[src/rtl/cpu_run_ctrl.sv]
// Run/step/halt controller for the CPU: sequences boot, free-running, single-step,
// breakpoint and stop requests, and drains the pipeline before reporting HALTED.
module cpu_run_ctrl #(
  parameter int unsigned DRAIN_CYCLES = 4
) (
  input  logic        clk,
  input  logic        rst,
  input  logic        run_req,
  input  logic        step_req,
  input  logic        stop_req,
  input  logic [31:2] start_adr_in,
  input  logic [31:2] pc,
  input  logic        stall,
  input  logic        brk_en,
  input  logic [31:2] brk_adr,
  output logic        cpu_start,
  output logic [31:2] cpu_start_adr,
  output logic        cpu_stat_pc,
  output logic        running,
  output logic        halted,
  output logic [31:2] halt_pc,
  output logic [1:0]  halt_cause
);

  typedef enum logic [2:0] {StIdle, StStart, StRun, StStep, StDrain, StHalted} state_e;

  localparam logic [3:0] DrainLoad = 4'(DRAIN_CYCLES - 1);

  state_e      state_q, state_d;
  logic        step_flag_q, step_flag_d;
  logic [3:0]  drain_cnt_q, drain_cnt_d;
  logic [1:0]  cause_q, cause_d;
  logic        brk_mask_q, brk_mask_d;
  logic [31:2] start_adr_q, start_adr_d;
  logic        brk_hit;

  // Mask keeps a resumed CPU from re-halting on the breakpoint it is parked on.
  assign brk_hit       = brk_en && (pc == brk_adr) && !stall && !brk_mask_q;
  assign cpu_start_adr = start_adr_q;

  always_comb begin
    state_d     = state_q;
    step_flag_d = step_flag_q;
    drain_cnt_d = drain_cnt_q;
    cause_d     = cause_q;
    brk_mask_d  = brk_mask_q;
    start_adr_d = start_adr_q;
    cpu_start   = 1'b0;
    cpu_stat_pc = 1'b0;

    if (brk_mask_q && (pc != brk_adr)) begin
      brk_mask_d = 1'b0;
    end

    unique case (state_q)
      StIdle: begin
        if (run_req || step_req) begin
          start_adr_d = start_adr_in;
          step_flag_d = step_req;
          state_d     = StStart;
        end
      end
      StStart: begin
        cpu_start   = 1'b1;
        step_flag_d = 1'b0;
        state_d     = step_flag_q ? StStep : StRun;
      end
      StRun: begin
        cpu_stat_pc = !stall && !brk_hit;
        if (brk_hit) begin
          state_d     = StDrain;
          cause_d     = 2'd3;
          drain_cnt_d = DrainLoad;
          brk_mask_d  = 1'b1;
        end else if (stop_req) begin
          state_d     = StDrain;
          cause_d     = 2'd1;
          drain_cnt_d = DrainLoad;
        end
      end
      StStep: begin
        cpu_stat_pc = !stall && !stop_req;
        if (stop_req) begin
          state_d     = StDrain;
          cause_d     = 2'd1;
          drain_cnt_d = DrainLoad;
        end else if (!stall) begin
          state_d     = StDrain;
          cause_d     = 2'd2;
          drain_cnt_d = DrainLoad;
        end
      end
      StDrain: begin
        if (drain_cnt_q == 4'd0) begin
          state_d = StHalted;
        end else begin
          drain_cnt_d = drain_cnt_q - 4'd1;
        end
      end
      StHalted: begin
        if (step_req) begin
          state_d = StStep;
        end else if (run_req) begin
          state_d = StRun;
        end
      end
      default: state_d = StIdle;
    endcase
  end

  always_ff @(posedge clk or posedge rst) begin
    if (rst) begin
      state_q     <= StIdle;
      step_flag_q <= 1'b0;
      drain_cnt_q <= 4'd0;
      cause_q     <= 2'd0;
      brk_mask_q  <= 1'b0;
      start_adr_q <= '0;
      running     <= 1'b0;
      halted      <= 1'b0;
      halt_pc     <= '0;
      halt_cause  <= 2'd0;
    end else begin
      state_q     <= state_d;
      step_flag_q <= step_flag_d;
      drain_cnt_q <= drain_cnt_d;
      cause_q     <= cause_d;
      brk_mask_q  <= brk_mask_d;
      start_adr_q <= start_adr_d;
      running     <= (state_d == StRun);
      halted      <= (state_d == StHalted);
      if ((state_d == StHalted) && (state_q != StHalted)) begin
        halt_pc    <= pc;
        halt_cause <= cause_q;
      end
    end
  end

endmodule

[config.mk]
export PLATFORM = sky130hd
export DESIGN_NAME = cpu_run_ctrl
export DESIGN_NICKNAME = d
export VERILOG_FILES = /design/src/rtl/cpu_run_ctrl.sv
export SDC_FILE = /design/constraint.sdc
export NUM_CORES = 1
export LEC_CHECK = 0
export CAP_MARGIN = 20
export CELL_PAD_IN_SITES_DETAIL_PLACEMENT = 0
export CELL_PAD_IN_SITES_GLOBAL_PLACEMENT = 1
export CORE_ASPECT_RATIO = 1.5
export CORE_UTILIZATION = 31
export DETAILED_ROUTE_END_ITERATION = 8
export GPL_TIMING_DRIVEN = 0
export HOLD_SLACK_MARGIN = 0.06
export PLACE_DENSITY_LB_ADDON = 0.08
export SYNTH_ARGS = -nofsm -noshare
export SYNTH_HDL_FRONTEND = slang
export SYNTH_SLANG_ARGS = --single-unit
[constraint.sdc]
create_clock -name clk -period 3.3 [get_ports clk]
set_clock_uncertainty 0.2 [all_clocks]
set_input_delay 0.66 -clock clk [delete_from_list [all_inputs] [get_ports clk]]
set_output_delay 0.66 -clock clk [all_outputs]
set_load 0.02 [all_outputs]
# After elaboration in Yosys (flattened, before gate mapping)
# Cells that the tools add are included.
# W data, S select, Z words.
# word_totals
regBits	75
input_bits	97
elab_cells	74
# classes
add_sub_neg	1
n_eq_ne	14
mux	28
reduce_logical	21
# op_table
op	count
$eq A30 B30 Y1	1
$ne A30 B30 Y1	1
$mux W3	8
$mux W4	5
$pmux W3 S6	1
$pmux W4 S3	1
$eq A3 B2 Y1 const B	3
$eq A3 B3 Y1 const B	3
$ne A3 B3 Y1 const B	3
$mux W2	4
$logic_and A1 B1 Y1	7
$mux W1	6
$logic_not A1 Y1	4
$logic_not A4 Y1	1
$ne A2 B2 Y1 const B	2
$pmux W1 S2	2
$pmux W2 S2	1
$reduce_and A2 Y1	2
$reduce_and A4 Y1	1
$reduce_bool A2 Y1	2
$sub A4 B1 Y4 const B	1
$eq A3 B1 Y1 const B	1
$logic_not A3 Y1	1
$reduce_and A3 Y1	1
2 further kinds	2

# Longest topological paths before layout
# Gate-level depths: netlist of run 1.
# logic_depth
word_depth	8
depth_mapped	8
ltp_nobuf	7

# Worst setup path after synthesis of run 1
# No wires, ideal clock.
# synth_path
kind	input-to-output
start	input port pc[9] (netlist name)
end	output port cpu_stat_pc
arrival_time_ps	2225
required_ps	2440
path_slack_ps	215
cell_stages	5
path_cell_list	xor2_1 > or4_1 > or4_4 > nor2_1 > a2111oi_0
# synth_between
elab_chain_len	7
# synth_lines
element	line	source
from (decl)	12	input logic [31:2] pc,
$eq A30 B30 Y1	38	assign brk_hit = brk_en && (pc == brk_adr) && !stall && !brk_mask_q;
$logic_and A1 B1 Y1 (3 in a row)	38	
$logic_not A1 Y1	69	cpu_stat_pc = !stall && !brk_hit;
$logic_and A1 B1 Y1	69	
$pmux W1 S2	55	unique case (state_q)
to (decl)	18	output logic cpu_stat_pc,
# No other way between the ends.

# Worst setup path in the final report of run 1
# Ends and elaborated chain as after synthesis.

==> results of run 1 <==
## synth_stat cells
library cell and instances:
dfrtp_1 75, mux2_2 62, xor2_1 22, nor2_1 15, nand2_1 10, nor4_1 9, o21ai_0 8, xnor2_1 8
nand4_1 5, nor3_1 5, buf_2 4, clkbuf_1 4, inv_1 4, nand3_1 4, a21boi_0 3, a21oi_1 3
buf_1 3, or3_1 3, or4_1 3, a2111oi_0 2, a31o_2 2, and2_1 2, ha_1 2, nand2b_1 2
nor2b_1 2, o221ai_1 2, or3b_2 2, a211oi_1 1, a22o_1 1, and3_1 1, and3b_1 1, and4_1 1
nand3b_1 1, nor2_4 1, nor3b_1 1, nor4b_1 1, o2111ai_1 1, o211ai_1 1, o21a_1 1, o221a_2 1
o22ai_1 1, o31ai_1 1, or4_4 1
## placed cells by master, fill, tap and decap left out, drive strengths merged, types with 2 or more instances in the layout
master and n:
a2111oi 2, a21boi 3, a21oi 3, xor2 22, dlymetal6s2s 7, and2 2, clkbuf 22, nand4 5
nand3 4, clkinvlp 2, clkdlybuf4s50 136, xnor2 8, nand2 10, o21ai 8, nor3 5, o221ai 2
nor2b 2, nor2 16, or3 3, dfrtp 75, or3b 2, or4 4, clkdlybuf4s15 4, nand2b 2
buf 20, inv 4, ha 2, a31o 2, nor4 9, dlygate4sd2 3, mux2 62
## timing repair
action | 4_1_cts | 5_1_grt
gates resized for setup | 42 | 29
pin swaps | 12 | 12
setup buffers | 5 | 3
gates cloned | 0 | 0
endpoints found under the setup margin | 1 | 1
## cell families after synthesis
family | Yosys count | share of synthesized area (%)
flops | 75 | 53.44
simple gates | 70 | 11.19
mux | 62 | 19.88
xor+xnor | 30 | 7.481
compound gates | 28 | 5.558
buf+inv | 15 | 1.745
fa+ha+maj | 2 | 0.7124
## critical path, cell delays in order
cell and delay, ps:
clkbuf_2 110, xor2_2 170, or4_1 520, or4_4 560, nor2_4 140, a2111oi_4 40
buf_4 190
## sequential cells by signal, indices dropped and copies added (netlist names)
register and cells:
brk_mask_q 1, cause_q 2, cpu_start_adr 30, drain_cnt_q 4, halt_cause 2, halt_pc 30, halted 1, running 1
state_q 3, step_flag_q 1
## power by group through the flow
stage | clock, mW | sequential [mW] | combinational, mW
2_1_floorplan | 0 | 2.11 | 0.836
3_3_place_gp | 0 | 1.62 | 2.51
3_5_place_dp | 0 | 1.64 | 2.53
4_1_cts | 1.03 | 1.63 | 2.55
5_1_grt | 1.07 | 1.69 | 2.68
6_report | 1.00 | 1.63 | 2.52
## area by class of cell
| class | count | share of cell area (%) |
|---|---|---|
| inverter | 4 | 0.3043 |
| clock inverter | 4 | 0.8694 |
| timing repair buffer | 170 | 28.84 |
| tap | 147 | 3.195 |
| multi-input combinational | 192 | 28.99 |
| sequential | 75 | 32.60 |
| buffer | 11 | 0.8042 |
| clock buffer | 11 | 4.390 |
## worst min-delay path by stage
| stage | depth (start not counted) | slack (ps) | end | start |
|---|---|---|---|---|
| 3_3_place_gp | 2 | 270 | brk_mask_q | brk_mask_q |
| 3_5_place_dp | 2 | 280 | brk_mask_q | brk_mask_q |
| 2_1_floorplan | 2 | 260 | brk_mask_q | brk_mask_q |
| 4_1_cts | 2 | 300 | brk_mask_q | brk_mask_q |
| 6_report | 1 | 300 | halt_pc[11] | halt_pc[11] |
| 5_1_grt | 1 | 310 | halt_pc[5] | halt_pc[5] |
## per-layer routing
| metal | track usage [%] | part of all wire, % | wire [microns] |
|---|---|---|---|
| met5 | 0 | 0 | 0 |
| met4 | 7.437 | 2.4 | 249 |
| met3 | 7.013 | 6.6 | 690 |
| met2 | 33.76 | 55 | 5805 |
| met1 | 20.00 | 36 | 3789 |
==> impl_metrics.toml, run 1 <==
[synth]
avgSynthCellArea_sq_um = 12.45
synth_area_leaders = "dfrtp_1 (53%), mux2_2 (20%), xor2_1 (5.5%)"
synth_area_sq_um = 3512
seq_area_frac_synth_pct = 53.44
yosysTopAreaCell = "dfrtp_1"
ys_types = 43
synth_top_area_share_pct = 53.44
ys.warnings.count = 0
synth_nets = 381
synth_seq_cells = 75
postSynthCellCount = 282

[place]
pre_cts_ws_ps = -660.1
dp_hpwl_microns = 8248
io_buffer_count = 161
place.gp.congestion = 0.7828
place_inst = 591
place_area_sq_um = 5338

[timing]
hold_slack_ps = 301.6
setup_tns_ps = 0
worstMarginPinSlew_ps = 562.4
post-route-min-period_ps = 3253
drv_slew = 0
worst_slack_ps = 47.04
fmax_mhz = 307.4
timing.slew.headroom_pct = 62.51
finalCritPeriodShare_pct = 98.57
rsz0062_at_grt = "false"
setup_viol = 0
hold_viol = 0

[critical_path]
start_kind = "primary input"
r2r_cells = 7
crit_required_ps = 2440
endpoint_kind = "output port"
cp_max_fo = 2
regToRegSetupSlack_ps = 770
reg2reg_to = "halt_pc[13]"
r2r-start = "drain_cnt_q[1]"
crit_path_end = "cpu_stat_pc"
crit_type = "primary input to output port"
cp_data_arrival_time_ps = 2390
crit_start = "pc[9]"

[power_and_ir_drop]
ir_worst_vdd_uv = 422.7
powerDensity_nw_per_um2 = 894.5
p_total_mw = 5.150
internal_power_mw = 3.322
clkPwrFrac_pct = 19.4
combPwrFrac_pct = 48.9
power.leakage_nw = 2.376
pwr-share-seq_pct = 31.7
p_sw_mw = 1.827
p_sw_share_pct = 35.49

[grt]
grt_pass1_vias = 3139
grt_use_total_pct = 19.10
overflow = 0
grt_antenna_before_repair = 0
grt_first_pass_wirelength_microns = 16420
grt_max_degree = 45

[clock_tree]
cts.clk_slew.worst_paths_ps = 60
cts.hold.buffers_added = 0
clock_latency_ps = 330
cts_max_path_buffers = 2
numCtsBuffers = 9
cts_tree = "built"
cts-root-buf = "clkbuf_16"
htreeDepth = 3
clock-sinks = 75

[routing]
wl_per_cell_microns = 17.16
dr.pass1.iters = 4
vias = 2902
routed_wl_microns = 10530
final_antenna_net_count = 0
drc = 0
drtIter0Drc = 78
routed_via_density = 4.726

[final_layout]
area_delta_synth_final_pct = 63.91
diodes = 0
regArea_sq_um = 1877
nFillCells = 1046
instances_no_fill = 614
design_area_sq_um = 5757
utilization_pct = 52.07
drive_above_1_share_pct = 25.48
fin_nets = 562
multi_input_area_sq_um = 1669

[die]
core-area_sq_um = 11060
die_h_microns = 132.4
die_area_sq_um = 11770
fp-row-count = 47
io_pins = 163
die_x_microns = 88.91
start_util_pct = 31.77

[flow_run]
maxCapViolations = 0

[hold_path]
min_path_type = "flop to flop"

[status]
outcome = "finished, final reports clean"
Note: power is estimated with default switching activity, not from simulation.
==> run 2: changes to the inputs <==
--- a/config.mk
+++ b/config.mk
@@ -8,7 +8,6 @@
 export CAP_MARGIN = 20
 export CELL_PAD_IN_SITES_DETAIL_PLACEMENT = 0
 export CELL_PAD_IN_SITES_GLOBAL_PLACEMENT = 1
-export CORE_ASPECT_RATIO = 1.5
 export CORE_UTILIZATION = 31
 export DETAILED_ROUTE_END_ITERATION = 8
 export GPL_TIMING_DRIVEN = 0
==> impl_metrics.toml, run 2 (synthesis gave the netlist of run 1 again) <==
[status]
outcome = "finished, final reports clean"

[grt]
grt_use_total_pct = 17.57
grt_pass1_vias = 3039
grt_max_degree = 44
overflow = 0
grt_first_pass_wirelength_microns = 15570
grt_antenna_before_repair = 0

[final_layout]
utilization_pct = 53.62
fin_nets = 573
drive_above_1_share_pct = 27.14
mostFrequentLayoutCells = "clkdlybuf4s50_1 (127), dfrtp_1 (75), mux2_2 (62)"
diodes = 0
instances_no_fill = 619
area_delta_synth_final_pct = 66.94
mostFrequentLayoutCell = "clkdlybuf4s50_1"

[power_and_ir_drop]
combPwrFrac_pct = 48.9
ir_worst_vdd_uv = 377.5
pwr-share-seq_pct = 31.5
p_sw_share_pct = 35.45
p_sw_mw = 1.819
powerDensity_nw_per_um2 = 875.2
power.leakage_nw = 2.510
internal_power_mw = 3.312
clkPwrFrac_pct = 19.6

[routing]
dr.pass1.iters = 4
vias = 2955
final_antenna_net_count = 0
drc = 0
wl_met2_microns = 4889
wirelength_met1_microns = 4063
wl_per_cell_microns = 16.18
top_layer_used = "met4"
routed_wl_microns = 10010
drtIter0Drc = 73
routed_via_density = 4.774
met3WireLength_microns = 913

[critical_path]
r2r_cells = 13
crit_slowest_cell = "or4_4"
reg2reg_to = "cause_q[1]"
crit_path_max_incr_delay_ps = 480
r2r-start = "brk_mask_q"
cp_data_arrival_time_ps = 2410
crit_required_ps = 2440
crit_type = "primary input to output port"
path_delay_family = "simple AND/OR/NAND/NOR gates"
worstPathCellList = "dlygate4sd2_1, xor2_1, or4_4, or4_4, nor2_4, a2111oi_4, buf_4"
endpoint_kind = "output port"
path_buf_inv = 2
regToRegSetupSlack_ps = 530
cp_max_fo = 2
crit_path_frequent_cell = "or4_4"
start_kind = "primary input"

[hold_path]
min_delay_path_depth = 2
worstHoldEndpoint = "brk_mask_q"
holdCritStartpoint = "brk_mask_q"
min_path_type = "flop to flop"

[place]
io_buffer_count = 161
place.gp.congestion = 0.7674
dp_hpwl_microns = 7430
place_inst = 584

[die]
die_h_microns = 108.4
io_pins = 163
die_area_sq_um = 11760
start_util_pct = 32.12
die_x_microns = 108.4
fp-row-count = 38
core-area_sq_um = 10940

[timing]
timing.slew.headroom_pct = 59.77
setup_viol = 0
finalCritPeriodShare_pct = 99.10
post-route-min-period_ps = 3270
hold_viol = 0
rsz0062_at_grt = "false"
worstMarginPinSlew_ps = 588.2
fmax_mhz = 305.8
drv_slew = 0

[clock_tree]
clock_latency_ps = 330
cts.clk_slew.worst_paths_ps = 60
cts.hold.buffers_added = 0
clock-sinks = 75
cts_max_path_buffers = 2
cts-root-buf = "clkbuf_16"
numCtsBuffers = 9
htreeDepth = 3
cts_tree = "built"

[flow_run]
maxCapViolations = 0
[run 2: cell count changes in the layout (fill, tap and decap cells not counted), sizes merged]
cell           change
clkdlybuf4s50      -9
buf                +8
dlymetal6s2s       +9
clkinvlp           -1
inv                +2
clkbuf             +1
dlygate4sd2        +2
[run 2: how the worst max path moves through the flow]
stage | end | from | cells past startpoint | slack, ps
finish | cpu_stat_pc | brk_adr[22] | 7 | 30
global route | cpu_stat_pc | brk_adr[22] | 7 | 0.1
CTS | cpu_stat_pc | brk_adr[6] | 7 | 1
detailed placement | cpu_stat_pc | pc[13] | 7 | -700
global placement | halt_pc[4] | rst | 2 | -940
floorplan | cpu_stat_pc | pc[9] | 5 | 210
[run 2: area by class of cell]
cell class | instances | area (sq um)
flip-flops and latches | 75 | 1877
plain buffers | 11 | 46.29
clock buffers | 11 | 242.7
inverters | 4 | 17.52
repair buffers | 181 | 1774
well taps | 140 | 175.2
fillers | 1017 | 5072
clock inverters | 5 | 60.06
multi-input cells | 192 | 1670
[run 2: through the flow]
stage	cell area, sq um	hold slack (ps)	setup slack [ps]	TNS (ps)	total power [mW]
after detailed placement	5329	275.3	-701.9	-701.9	4.134
after global routing	5863	314.6	0.1457	0	5.425
final	5863	302.5	29.78	0	5.131
after floorplan	3512	255.5	214.6	0	2.946
after global placement	5299	274.8	-936.5	-70560	4.103
after CTS	5772	301.2	1.138	0	5.177
[run 2: worst reg2reg max path: stages, from the launching register on]
cell,delay (ps)
dfrtp_1,380
or3b_4,410
nor4_4,160
nand4_1,210
buf_4,200
buf_4,120
buf_4,120
buf_4,130
buf_4,130
buf_4,130
buf_4,130
buf_4,120
nor3_1,150
or3_1,140
[run 2: timing repair]
action | CTS | global route
hold endpoints to repair | 0 | 0
pin swaps | 12 | 19
buffers inserted | 15 | 4
endpoints found under the setup margin | 1 | 2
gates resized for setup | 35 | 40
[run 2: power by group through the flow]
stage / Combinational [mW] / Clock (mW) / Sequential (mW)
floorplan: 0.836 / 0 / 2.11
global placement: 2.49 / 0 / 1.62
detailed placement: 2.50 / 0 / 1.63
CTS: 2.52 / 1.04 / 1.62
global route: 2.67 / 1.07 / 1.68
finish: 2.51 / 1.01 / 1.62
[run 2: routing by layer]
layer | up-vias | GRT usage [%]
li1 | 1395 | -
met1 | 1446 | 20.90
met2 | 101 | 29.11
met5 | - | 0
met3 | 13 | 6.992
met4 | 0 | 5.212
